`src/rtl/apb_timer_slave_if.sv`:
```
`default_nettype none
// ============================================================================
// Module      : apb_timer_slave_if
// Description : APB bus bundle between the AHB-to-APB bridge (master) and
//               the timer slave. PCLKEN travels with the bus because it
//               qualifies every APB phase.
//               master modport: drives PCLKEN, PSEL, PENABLE, PADDR, PWRITE,
//                               PWDATA; receives PRDATA, PREADY, PSLVERR
//               slave  modport: the reverse
// Revision    : 1.0  initial release
// ============================================================================
interface apb_timer_slave_if #(
    parameter int ADDRWIDTH = 16,
    parameter int DATAWIDTH = 32
);
    logic                 PCLKEN;
    logic                 PSEL;
    logic                 PENABLE;
    logic [ADDRWIDTH-1:0] PADDR;
    logic                 PWRITE;
    logic [DATAWIDTH-1:0] PWDATA;
    logic [DATAWIDTH-1:0] PRDATA;
    logic                 PREADY;
    logic                 PSLVERR;

    modport master (
        output PCLKEN, PSEL, PENABLE, PADDR, PWRITE, PWDATA,
        input  PRDATA, PREADY, PSLVERR
    );

    modport slave (
        input  PCLKEN, PSEL, PENABLE, PADDR, PWRITE, PWDATA,
        output PRDATA, PREADY, PSLVERR
    );
endinterface
`default_nettype wire

```
`src/rtl/apb_timer_slave.sv`:
```
`default_nettype none
// ============================================================================
// Module      : apb_timer_slave
// Description : APB slave with a 32-bit down-counting timer, 8-bit prescaler,
//               reload, one-shot mode and a level interrupt. Optional PREADY
//               wait states and PSLVERR on unmapped offsets.
//   HCLK       in  clock (shared with the bridge)
//   HRESET     in  synchronous reset, active-high
//   bus        slave modport: PCLKEN/PSEL/PENABLE/PADDR/PWRITE/PWDATA in,
//              PRDATA/PREADY/PSLVERR out
//   TIMER_IRQ  out interrupt level = INTSTATUS & CTRL.IRQEN
// Revision    : 1.0  initial release
// ============================================================================
module apb_timer_slave #(
    parameter int ADDRWIDTH       = 16,
    parameter int DATAWIDTH       = 32,
    parameter int WAIT_STATES     = 0,
    parameter bit ERR_ON_UNMAPPED = 1'b1
) (
    input  logic             HCLK,
    input  logic             HRESET,
    apb_timer_slave_if.slave bus,
    output logic             TIMER_IRQ
);
    localparam logic [2:0] c_addr_ctrl     = 3'd0;
    localparam logic [2:0] c_addr_reload   = 3'd1;
    localparam logic [2:0] c_addr_value    = 3'd2;
    localparam logic [2:0] c_addr_prescale = 3'd3;
    localparam logic [2:0] c_addr_int      = 3'd4;
    localparam logic [3:0] c_wait          = 4'(WAIT_STATES);

    logic [ADDRWIDTH-1:0] w_paddr;
    logic [DATAWIDTH-1:0] w_pwdata;
    logic [2:0]           w_idx;
    logic                 w_unused;

    assign w_paddr  = bus.PADDR;
    assign w_pwdata = bus.PWDATA;
    assign w_idx    = w_paddr[4:2];
    // Byte-lane bits and the upper address bits carry no decode information.
    assign w_unused = ^{w_paddr[ADDRWIDTH-1:5], w_paddr[1:0]};

    // ------------------------------------------------------------------
    // Wait-state counter. It counts elapsed wait states upward and the
    // access completes once it reaches WAIT_STATES; this is equivalent to
    // loading WAIT_STATES and counting down, but lets the reset value of 0
    // give PREADY=0 after reset whenever wait states are configured.
    // ------------------------------------------------------------------
    logic [3:0] r_wait_cnt;
    logic       w_ready;

    assign w_ready = (r_wait_cnt == c_wait);

    always_ff @(posedge HCLK) begin
        if (HRESET) begin
            r_wait_cnt <= 4'd0;
        end else if (bus.PCLKEN) begin
            if (bus.PSEL && !bus.PENABLE) begin
                r_wait_cnt <= 4'd0;
            end else if (bus.PSEL && bus.PENABLE && !w_ready) begin
                r_wait_cnt <= r_wait_cnt + 4'd1;
            end
        end
    end

    // ------------------------------------------------------------------
    // Register file and timer
    // ------------------------------------------------------------------
    logic [2:0]  r_ctrl;        // [0]=EN [1]=IRQEN [2]=ONESHOT
    logic [31:0] r_reload;
    logic [31:0] r_value;
    logic [7:0]  r_prescale;
    logic [7:0]  r_pre_cnt;
    logic        r_int;

    logic w_commit, w_wr;
    logic w_wr_ctrl, w_wr_reload, w_wr_value, w_wr_pre, w_wr_int;
    logic w_tick, w_expire;

    assign w_commit    = bus.PSEL & bus.PENABLE & w_ready & bus.PCLKEN;
    assign w_wr        = w_commit & bus.PWRITE;
    assign w_wr_ctrl   = w_wr & (w_idx == c_addr_ctrl);
    assign w_wr_reload = w_wr & (w_idx == c_addr_reload);
    assign w_wr_value  = w_wr & (w_idx == c_addr_value);
    assign w_wr_pre    = w_wr & (w_idx == c_addr_prescale);
    assign w_wr_int    = w_wr & (w_idx == c_addr_int);

    assign w_tick   = bus.PCLKEN & r_ctrl[0] & (r_pre_cnt == r_prescale);
    assign w_expire = w_tick & (r_value == 32'd0);

    always_ff @(posedge HCLK) begin
        if (HRESET) begin
            r_ctrl     <= 3'd0;
            r_reload   <= 32'd0;
            r_value    <= 32'd0;
            r_prescale <= 8'd0;
            r_pre_cnt  <= 8'd0;
            r_int      <= 1'b0;
        end else begin
            // A bus write to CTRL overrides the one-shot auto-disable.
            if (w_wr_ctrl) begin
                r_ctrl <= w_pwdata[2:0];
            end else if (w_expire && r_ctrl[2]) begin
                r_ctrl[0] <= 1'b0;
            end

            if (w_wr_reload) begin
                r_reload <= w_pwdata;
            end

            // A bus write to VALUE discards a coincident tick.
            if (w_wr_value) begin
                r_value <= w_pwdata;
            end else if (w_tick) begin
                if (r_value != 32'd0) begin
                    r_value <= r_value - 32'd1;
                end else if (!r_ctrl[2]) begin
                    r_value <= r_reload;
                end
            end

            if (w_wr_pre) begin
                r_prescale <= w_pwdata[7:0];
                r_pre_cnt  <= 8'd0;
            end else if (bus.PCLKEN && r_ctrl[0]) begin
                r_pre_cnt <= (r_pre_cnt == r_prescale) ? 8'd0 : r_pre_cnt + 8'd1;
            end

            // Expiry beats a simultaneous write-1-to-clear.
            if (w_expire) begin
                r_int <= 1'b1;
            end else if (w_wr_int && w_pwdata[0]) begin
                r_int <= 1'b0;
            end
        end
    end

    // ------------------------------------------------------------------
    // Read mux and response
    // ------------------------------------------------------------------
    logic [DATAWIDTH-1:0] w_rdata;
    logic                 w_unmapped;

    assign w_unmapped = (w_idx > c_addr_int);

    always_comb begin
        w_rdata = '0;
        if (bus.PSEL && !bus.PWRITE) begin
            case (w_idx)
                c_addr_ctrl:     w_rdata = {29'd0, r_ctrl};
                c_addr_reload:   w_rdata = r_reload;
                c_addr_value:    w_rdata = r_value;
                c_addr_prescale: w_rdata = {24'd0, r_prescale};
                c_addr_int:      w_rdata = {31'd0, r_int};
                default:         w_rdata = '0;
            endcase
        end
    end

    assign bus.PRDATA = w_rdata;
    assign bus.PREADY = w_ready;
    assign TIMER_IRQ  = r_int & r_ctrl[1];

    generate
        if (ERR_ON_UNMAPPED) begin : g_err_resp
            assign bus.PSLVERR = bus.PSEL & bus.PENABLE & w_ready & w_unmapped;
        end else begin : g_no_err_resp
            assign bus.PSLVERR = 1'b0;
        end
    endgenerate
endmodule
`default_nettype wire

```
`src/flat_wrapper.sv`:
```
// flat-port wrapper written by rule: the top's interface ports become plain ports
module apb_timer_slave_flat 
#(
    parameter int ADDRWIDTH       = 16,
    parameter int DATAWIDTH       = 32,
    parameter int WAIT_STATES     = 0,
    parameter bit ERR_ON_UNMAPPED = 1'b1
)
  (HCLK, HRESET, TIMER_IRQ, bus_PCLKEN, bus_PSEL, bus_PENABLE, bus_PADDR, bus_PWRITE, bus_PWDATA, bus_PRDATA, bus_PREADY, bus_PSLVERR);
  apb_timer_slave_if #(.ADDRWIDTH(ADDRWIDTH), .DATAWIDTH(DATAWIDTH)) bus_i ();
  input  logic HCLK;
  input  logic HRESET;
  output logic TIMER_IRQ;
  input wire logic [$bits(bus_i.PCLKEN)-1:0] bus_PCLKEN;
  input wire logic [$bits(bus_i.PSEL)-1:0] bus_PSEL;
  input wire logic [$bits(bus_i.PENABLE)-1:0] bus_PENABLE;
  input wire logic [$bits(bus_i.PADDR)-1:0] bus_PADDR;
  input wire logic [$bits(bus_i.PWRITE)-1:0] bus_PWRITE;
  input wire logic [$bits(bus_i.PWDATA)-1:0] bus_PWDATA;
  output wire logic [$bits(bus_i.PRDATA)-1:0] bus_PRDATA;
  output wire logic [$bits(bus_i.PREADY)-1:0] bus_PREADY;
  output wire logic [$bits(bus_i.PSLVERR)-1:0] bus_PSLVERR;
  assign bus_i.PCLKEN = bus_PCLKEN;
  assign bus_i.PSEL = bus_PSEL;
  assign bus_i.PENABLE = bus_PENABLE;
  assign bus_i.PADDR = bus_PADDR;
  assign bus_i.PWRITE = bus_PWRITE;
  assign bus_i.PWDATA = bus_PWDATA;
  assign bus_PRDATA = bus_i.PRDATA;
  assign bus_PREADY = bus_i.PREADY;
  assign bus_PSLVERR = bus_i.PSLVERR;
  apb_timer_slave #(.ADDRWIDTH(ADDRWIDTH), .DATAWIDTH(DATAWIDTH), .WAIT_STATES(WAIT_STATES), .ERR_ON_UNMAPPED(ERR_ON_UNMAPPED)) u_core (.HCLK(HCLK), .HRESET(HRESET), .bus(bus_i), .TIMER_IRQ(TIMER_IRQ));
endmodule
```
`config.mk`:
```
export PLATFORM = sky130hd
export DESIGN_NAME = apb_timer_slave_flat
export DESIGN_NICKNAME = d
export VERILOG_FILES = /design/src/rtl/apb_timer_slave_if.sv /design/src/rtl/apb_timer_slave.sv /design/src/flat_wrapper.sv
export SDC_FILE = /design/constraint.sdc
export NUM_CORES = 1
export LEC_CHECK = 0
export ABC_AREA = 1
export BUFFER_PORTS_ARGS = -buffer_cell sky130_fd_sc_hd__buf_4
export CORE_ASPECT_RATIO = 1.1
export CORE_UTILIZATION = 62
export CTS_CLUSTER_SIZE = 30
export DETAILED_ROUTE_END_ITERATION = 6
export HOLD_SLACK_MARGIN = 0.12
export PLACE_DENSITY = 0.95
export SLEW_MARGIN = 15
export SYNTH_ARGS = -nofsm -noshare
export SYNTH_HDL_FRONTEND = slang
export SYNTH_SLANG_ARGS = --single-unit
```
`constraint.sdc`:
```
create_clock -name HCLK -period 4.8 [get_ports HCLK]
set_input_delay 0.96 -clock HCLK [delete_from_list [all_inputs] [get_ports HCLK]]
set_output_delay 0.96 -clock HCLK [all_outputs]
set_load 0.05 [all_outputs]
```
==> metrics <==
outcome=complete, but fails checks; violated checks=DRC; M2 GR Usage=0.582; num rows=36; Placed Cells=roughly 1100; post-cts gate resize count=0; critical path type=in -> out; Wirelength per Cell=between 15 and 20 um; max frequency=between 200 and 300 MHz; Tcrit/Tclk final=0.764; cells on worst reg2reg path=10; area grow syn2layout=13.5%; Final min period=between 3000 and 4000 ps; syn avg cell area=roughly 6 um^2; peak supply drop=approximately 160 uV; initial antenna violation count=0; GRT Total Usage=0.359; Synth Warn #=0; post-synthesis sequential area ratio=0.303; layout cells sized above 1=0.123; PwrDens=approximately 250 nW/um^2; Global Route met3 Usage=0.0543; RSZ-0062 raised after global routing=no; hold buffer count at CTS=0; first-pass GRT wire length=approximately 28 mm; largest net degree at the start of global routing=37; fin area=6590 um^2; WHS Path Cells=2; worst-path fanout max=25; placed cell area=6360 um^2; DR vias/cell=approximately 5.8; synthesis-stage register bit count=88; fin nets=1082; Post-Syn Instances=just under 1000; Critical Path RT=3840 ps; Final Max Tran Viols=0; Min-Delay Path Class=reg -> reg; H-tree levels=3; vias in the first global route=~6000; I/O Pins=around 90; final clock skew=around 12 ps; setup bufs post-CTS=0; core footprint=8960 um^2; Crit path arrival time=about 2700 ps; post-route ant nets=0; CTS buffer count=9; via count=around 6600; Starting DRT DRC Count=approximately 470; Die ar.=~9800 um^2; fin cells=1142; Setup-failing EPs final=0; met1 Track Usage GR=0.454; clk_lat worst skew=between 300 and 400 ps; Slew @ Worst Pin=between 1000 and 1500 ps; CP Launch Type=input pin; Worst-path clk slew=roughly 90 ps; n_diodes=0; net count after synthesis=just over 1000; hpwl dp=about 12 mm; GRT Residual Overflow=0; Final Hold Vio Count=0; Die Y=104 um; Initial Utilization=0.648; synth unique cells=36; RD Place Congestion=1.01; CP Capture Type=primary output; max cap viols=0; Routed WL=~17 mm; TNS Setup=0 ps; PortBufs=75; CTS sink cnt=~90; clock tree root buffer cell=clkbuf_8; GRT busiest layer=met2; drt pass-1 iters=7; DR DRC count=8; CTS Buffer Depth=2; worst rel slew slack=0.298; P_leak=~3.1 nW; TritonCTS clock tree=built; die width=94.3 um; post-synthesis cell area=about 5800 um^2
[routing by layer]
layer,vias to the layer above,share of wire
li1,3194,-
met1,2956,0.40
met2,398,0.47
met3,60,0.094
met4,0,0.033
met5,-,0
[worst max-delay path: stages]
cell	delay (ps)
buf_4	110
inv_1	120
nand3_1	390
inv_2	550
nand2_1	90
a21oi_1	230
buf_4	240
[registers in the layout, indices dropped and copies added (netlist names)]
signal	cells
u_core.r_ctrl	3
u_core.r_int	1
u_core.r_pre_cnt	8
u_core.r_prescale	8
u_core.r_reload	32
u_core.r_value	32
u_core.r_wait_cnt	4
[report_power, final]
part	switching, mW	internal (mW)	total, mW
clock network	0.295	0.310	0.606
logic	0.186	0.0878	0.274
registers	0.00539	0.734	0.740
[per-stage QoR]
step | worst slack [ps] | util | hold WS, ps | power (mW)
2_1_floorplan | 1130 | - | 444 | 0.945
3_3_place_gp | 1270 | 0.710 | 459 | 1.02
3_5_place_dp | 1230 | 0.710 | 460 | 1.02
4_1_cts | 1180 | 0.735 | 474 | 1.61
5_1_grt | 1050 | 0.735 | 495 | 1.68
6_report | 1130 | 0.735 | 475 | 1.62
[cells in the mapped netlist (all sizes together)]
master / instances / area share
a211oi: 2 / 0.0026
a21oi: 104 / 0.090
a221oi: 3 / 0.0045
buf: 11 / 0.016
clkbuf: 23 / 0.015
clkinv: 1 / 0.00065
dfxtp: 88 / 0.30
ha: 5 / 0.011
inv: 113 / 0.073
nand2: 275 / 0.19
nand3: 51 / 0.047
nand3b: 4 / 0.0052
nand4: 9 / 0.0097
nor2: 172 / 0.13
nor3: 7 / 0.0060
nor3b: 1 / 0.0013
nor4: 1 / 0.0011
o21ai: 73 / 0.064
o221ai: 5 / 0.0075
o22ai: 3 / 0.0032
xnor2: 5 / 0.0075
xor2: 12 / 0.018
[kinds of logic (layout without fill, tap and decap cells)]
group / after synthesis / count (layout) / synth area share
compound gates: 190 / 190 / 0.171
xor+xnor: 17 / 17 / 0.0256
fa+ha+maj: 5 / 5 / 0.0108
buf+inv: 148 / 208 / 0.104
flops: 88 / 88 / 0.303
simple gates: 520 / 520 / 0.385
[area by class of cell]
type                       instances  area, um^2
clock buffer                      10         138
clock inverter                     6        90.1
fill                             746        2370
tap                              114         143
multi-input combinational        732        3450
inverter                         114         428
timing repair buffer              78         586
sequential                        88        1760
[placed cells by master, fill, tap and decap left out, drive strengths merged]
cell and instances:
a211oi 2, o221ai 5, nand3b 4, ha 5, clkinv 2, clkinvlp 1
nor3 7, nor3b 1, nor2 172, inv 115, a21oi 104, o22ai 3
xnor2 5, nor4 1, o21ai 73, a221oi 3, dfxtp 88, buf 78
bufinv 2, nand4 9, xor2 12, clkbuf 10, nand2 275, nand3 51
[final timing paths]
| check | startpoint | to | slack [ps] |
|---|---|---|---|
| min | u_core.r_reload[21] | u_core.r_reload[21] | 470 |
| max reg2reg | u_core.r_value[0] | u_core.r_value[22] | 2250 |
| min reg2reg | u_core.r_reload[21] | u_core.r_reload[21] | 470 |
| max | bus_PADDR[4] | bus_PRDATA[8] | 1130 |
Note: power is estimated with default switching activity, not from simulation.
